--- src/rtl/gf180mcu_fd_sc_mcu7t5v0_clkdiv_gate.sv ---
// Glitch-free programmable clock divider feeding the clkbuf_8 I pin; ratio reloads only on period boundaries.
// Optional period counter output PCNT when GF180MCU_FD_SC_MCU7T5V0_CLKDIV_PCNT_EN is defined.
module gf180mcu_fd_sc_mcu7t5v0_clkdiv_gate #(
  parameter int WIDTH = 8
) (
`ifdef USE_POWER_PINS
  inout  wire              VDD,
  inout  wire              VSS,
`endif
  input  logic             CLK,
  input  logic             RST,
  input  logic             EN,
  input  logic             LOAD,
  input  logic [WIDTH-1:0] DIV,
  output logic             Z,
  output logic             ACK,
  output logic             BUSY
`ifdef GF180MCU_FD_SC_MCU7T5V0_CLKDIV_PCNT_EN
  ,
  output logic [15:0]      PCNT
`endif
);

  localparam logic [1:0] IDLE = 2'd0;
  localparam logic [1:0] HIGH = 2'd1;
  localparam logic [1:0] LOW  = 2'd2;

  logic [1:0]       state;
  logic [WIDTH-1:0] cnt;
  logic [WIDTH-1:0] div_act;
  logic [WIDTH-1:0] div_pend;
  logic             pend;
  logic             ack;

  logic             at_bound;
  logic             apply_pt;
  logic             apply_new;
  logic [WIDTH-1:0] eff;

  // A new ratio may only land while idle or at the very end of a low phase,
  // so a running high/low pair always shares one ratio.
  always_comb begin
    at_bound  = (state == LOW) && (cnt == '0);
    apply_pt  = (state == IDLE) || at_bound;
    apply_new = apply_pt && (LOAD || pend);
    eff       = div_act;
    if (apply_pt && LOAD)
      eff = DIV;
    else if (apply_pt && pend)
      eff = div_pend;
  end

  always_ff @(posedge CLK) begin
    if (RST) begin
      state    <= IDLE;
      cnt      <= '0;
      div_act  <= '0;
      div_pend <= '0;
      pend     <= 1'b0;
      ack      <= 1'b0;
    end else begin
      ack <= apply_new;
      if (LOAD)
        div_pend <= DIV;
      if (apply_new) begin
        div_act <= eff;
        pend    <= 1'b0;
      end else if (LOAD) begin
        pend <= 1'b1;
      end

      case (state)
        IDLE: begin
          if (EN) begin
            state <= HIGH;
            cnt   <= eff;
          end
        end
        HIGH: begin
          if (cnt == '0) begin
            state <= LOW;
            cnt   <= div_act;
          end else begin
            cnt <= cnt - WIDTH'(1);
          end
        end
        LOW: begin
          if (cnt != '0) begin
            cnt <= cnt - WIDTH'(1);
          end else if (EN) begin
            state <= HIGH;
            cnt   <= eff;
          end else begin
            state <= IDLE;
          end
        end
        default: begin
          state <= IDLE;
          cnt   <= '0;
        end
      endcase
    end
  end

  assign Z    = (state == HIGH);
  assign BUSY = (state != IDLE);
  assign ACK  = ack;

`ifdef GF180MCU_FD_SC_MCU7T5V0_CLKDIV_PCNT_EN
  logic [15:0] pcnt;

  // Cleared the cycle after a ratio change so the count reflects the current ratio only.
  always_ff @(posedge CLK) begin
    if (RST)
      pcnt <= '0;
    else if (ack)
      pcnt <= '0;
    else if (at_bound && (pcnt != 16'hFFFF))
      pcnt <= pcnt + 16'd1;
  end

  assign PCNT = pcnt;
`endif

endmodule

--- config.mk ---
export PLATFORM = sky130hd
export DESIGN_NAME = gf180mcu_fd_sc_mcu7t5v0_clkdiv_gate
export DESIGN_NICKNAME = d
export VERILOG_FILES = /design/src/rtl/gf180mcu_fd_sc_mcu7t5v0_clkdiv_gate.sv
export SDC_FILE = /design/constraint.sdc
export NUM_CORES = 1
export LEC_CHECK = 0
export CAP_MARGIN = 0
export CORE_MARGIN = 2
export CORE_UTILIZATION = 65
export CTS_CLUSTER_SIZE = 24
export DETAILED_ROUTE_END_ITERATION = 12
export DONT_BUFFER_PORTS = 1
export PLACE_DENSITY = 0.81
export SYNTH_ARGS = -nofsm -noshare
export SYNTH_HDL_FRONTEND = slang
export SYNTH_SLANG_ARGS = --single-unit
--- constraint.sdc ---
create_clock -name CLK -period 5 [get_ports CLK]
set_clock_uncertainty 0.15 [all_clocks]
set_input_delay 1 -clock CLK [delete_from_list [all_inputs] [get_ports CLK]]
set_output_delay 1 -clock CLK [all_outputs]
set_load 0.03 [all_outputs]
==> impl_metrics.yaml <==
timing:
  tightest_slew_ns: 0.6962
  post-route-period-util_pct: 59.56
  rsz0062_at_grt: "false"
  layout_setup_ws_ns: 2.022
  finalSetupTns_ns: 0
  slew-limit-headroom_pct: 53.16
  fin_crit_ns: 2.978
  finalMaxSlewViolations: 0
  finalSetupViolations: 0
  whs_ns: 0.3471
  hold_viol: 0
  fmax_ghz: 0.3358
floorplanning:
  rows: 18
  pin_count: 15
  dieArea_sq_um: 3029
  core_sq_um: 2477
  die_w_um: 55.04
  start_util_pct: 68.33
  die_h_um: 55.04
drt:
  dr.pass1.iters: 8
  postRouteAntennaNets: 0
  routed_wl_um: 4254
  drt_iter0_markers: 78
  drc: 0
  post_drt_wl_per_cell_um: 18.18
  vias_per_cell: 7.111
  vias: 1664
grt:
  gr-usage-met1_pct: 46.08
  busiest_layer: "met2"
  met2_usage_pct: 46.23
  grt_pass1_wl_um: 6741
  antenna_found_initial: 0
  met3_usage_pct: 5.376
  track_usage_pct: 30.75
  grt_max_degree: 26
  gr-total-overflow: 0
  first_global_vias: 1389
worst_setup_path:
  worstSetupStartpointType: "flip-flop"
  critical_path_class: "flip-flop to primary output"
  cp_data_arrival_time_ns: 1.83
  reg2regPathDepth: 8
  r2r-end: "cnt[3]$_SDFF_PP0_"
  worst-endpoint-required_ns: 3.85
  endpoint_kind: "primary output"
  crit_end: "Z"
  rr_startpoint: "cnt[0]$_SDFF_PP0_"
  rrSetupSlack_ns: 2.38
  critPathMaxFanout: 16
  setup.worst_path.start: "state[0]$_SDFFE_PP0P_"
power_and_ir_drop:
  switching_share_pct: 46.97
  power_frac_seq_pct: 32.0
  power_frac_clock_pct: 12.8
  powerDensity_nw_per_um2: 661.7
  p_leak_nw: 0.6303
  p_int_w: 0.0006102
  power_frac_comb_pct: 55.2
  netSwitchingPower_w: 0.0005405
  ir_drop_v: 0.0004550
clocking:
  cts_tree: "yes"
  cts-hold-fix-buffers: 0
  ctsResizeCount: 0
  cts_max_path_buffers: 2
  clk_pin_slew_ns: 0.15
  root_buffer: "clkbuf_4"
  clock_latency_ns: 0.33
  clock-sinks: 28
  post_cts_buffers: 0
  cts_buffers: 3
  cts_max_level: 1
yosys:
  synth_xor_area_share_pct: 2.069
  syn_nets: 225
  synth_edf_count: 0
  syn_avg_cell_area_sq_um: 8.023
  synthesis.instances: 211
  synthSimpleGateAreaFrac_pct: 22.25
  yosysSeqAreaShare_pct: 33.11
  synth_top_area_share_pct: 33.11
  yosysUniqueCellTypes: 53
  async_reset_ff_share_pct: 0
  yosysWarnings: 0
  synth_top_family_by_area: "compound AO/OA/AOI/OAI gates"
  synthMuxAreaShare_pct: 6.800
  synth_compound_area_share_pct: 28.82
  syn_area_sq_um: 1693
  ys_ff_latch: 28
  synth_area_leaders: "dfxtp_1 (33%), nor2_1 (6.4%), mux2i_1 (4.1%), a21oi_1 (3.8%), o21ai_0 (3.8%)"
  synth_fa_ha_area_share_pct: 1.478
  synth_top_area_cell: "dfxtp_1"
  yosys_most_used_dff: "dfxtp_1"
final_layout:
  fill_cells: 201
  syn2layout_area_growth_pct: 2.735
  nNetsFinal: 219
  drive_above_1_share_pct: 5.882
  insertedDiodeCount: 0
  layout.cells.non_filler: 234
  fin_util_pct: 70.20
outcome:
  status: "finished clean"
place:
  hpwlAfterDp_um: 3077
  place_ws_ns: 2.444
  port_buffers: 0
  finalWeightedCongestion: 0.8508
  dp.cells: 230
hold_path:
  holdCritPathClass: "flip-flop to flip-flop"
job:
  maxCapViolCount: 0
==> per-layer routing <==
layer / up-vias / wire, um
li1: 780 / -
met5: - / 0
met2: 96 / 1938
met1: 782 / 1897
met3: 6 / 386
met4: 0 / 31
==> flip-flops by register name (all words and copies together) (netlist names) <==
| name | cells |
|---|---|
| ACK | 1 |
| div_act | 8 |
| state | 2 |
| pend | 1 |
| div_pend | 8 |
| cnt | 8 |
==> layout make-up <==
class | instances | area (sq um) | share of cell area (%)
Clock inverter | 1 | 30.03 | 1.727
Timing Repair Buffer | 2 | 15.01 | 0.8633
Clock buffer | 3 | 22.52 | 1.295
Sequential cell | 28 | 560.5 | 32.23
Tap cell | 30 | 37.54 | 2.158
Multi-Input combinational cell | 161 | 1040 | 59.78
Inverter | 9 | 33.78 | 1.942
==> how the worst min path moves through the flow <==
stage	start	end	slack (ns)	cells after the start
after floorplan	div_act[0]$_SDFFE_PP0P_	div_act[0]$_SDFFE_PP0P_	0.30	2
after global placement	div_act[0]$_SDFFE_PP0P_	div_act[0]$_SDFFE_PP0P_	0.31	2
after detailed placement	div_pend[3]$_SDFFE_PP0P_	div_pend[3]$_SDFFE_PP0P_	0.32	2
after CTS	div_act[0]$_SDFFE_PP0P_	div_act[0]$_SDFFE_PP0P_	0.35	2
after global routing	div_act[0]$_SDFFE_PP0P_	div_act[0]$_SDFFE_PP0P_	0.36	2
final	div_act[0]$_SDFFE_PP0P_	div_act[0]$_SDFFE_PP0P_	0.35	2
==> power by group through the flow <==
stage / sequential, W / clock, W / combinational (W)
floorplan: 0.000324 / 0 / 0.000542
global placement: 0.000365 / 0 / 0.000601
detailed placement: 0.000371 / 0 / 0.000611
CTS: 0.000365 / 0.000149 / 0.000619
global route: 0.000377 / 0.000159 / 0.000694
finish: 0.000368 / 0.000147 / 0.000636
==> worst max-delay path, stage by stage (launching register included) <==
cell and delay [ns]:
dfxtp_1 0.67, inv_1 0.28, nor2_1 0.29, buf_4 0.25
==> Yosys cell counts (all sizes together) (4+ instances only) <==
cell    count
nor2       29
dfxtp      28
a21oi      13
o21ai      13
inv         9
nand2       9
clkbuf      8
nor3        8
mux2i       7
nand3       7
a211oi      6
buf         5
nor3b       5
mux2        4
o221ai      4
==> layout by cell type, fill, tap and decap left out, types with 3 or more instances in the layout <==
| cell type | netlist | final |
|---|---|---|
| nand3_1 | 7 | 7 |
| nor2_1 | 29 | 29 |
| a31oi_1 | 3 | 3 |
| nor3_1 | 8 | 8 |
| inv_1 | 9 | 9 |
| o31ai_1 | 3 | 3 |
| clkbuf_4 | 0 | 3 |
| a211oi_1 | 6 | 6 |
| o221ai_1 | 4 | 4 |
| nor3b_1 | 5 | 5 |
| o2111ai_1 | 3 | 3 |
| a32oi_1 | 3 | 3 |
| o22ai_1 | 3 | 3 |
| a21oi_1 | 13 | 13 |
| dfxtp_1 | 28 | 28 |
| mux2i_1 | 7 | 7 |
| nand2b_1 | 3 | 3 |
| nand2_1 | 9 | 9 |
| o21ai_0 | 13 | 13 |
| mux2_2 | 4 | 4 |
==> metrics by stage <==
| step | cell area [sq um] | total power (W) |
|---|---|---|
| detailed placement | 1687 | 0.0009819 |
| global route | 1739 | 0.001229 |
| global placement | 1687 | 0.0009656 |
| floorplan | 1693 | 0.0008659 |
| finish | 1739 | 0.001151 |
| CTS | 1739 | 0.001133 |
==> kinds of logic (layout without fill, tap and decap cells) <==
group	Yosys count	after routing
and+or+nand+nor	74	74
muxes	11	11
AOI/OAI and AO/OA	70	70
buffers and inverters	22	15
adders and majority gates	2	2
DFF	28	28
xor gates and xnor gates	4	4
Power figures use the tool's default switching activity.
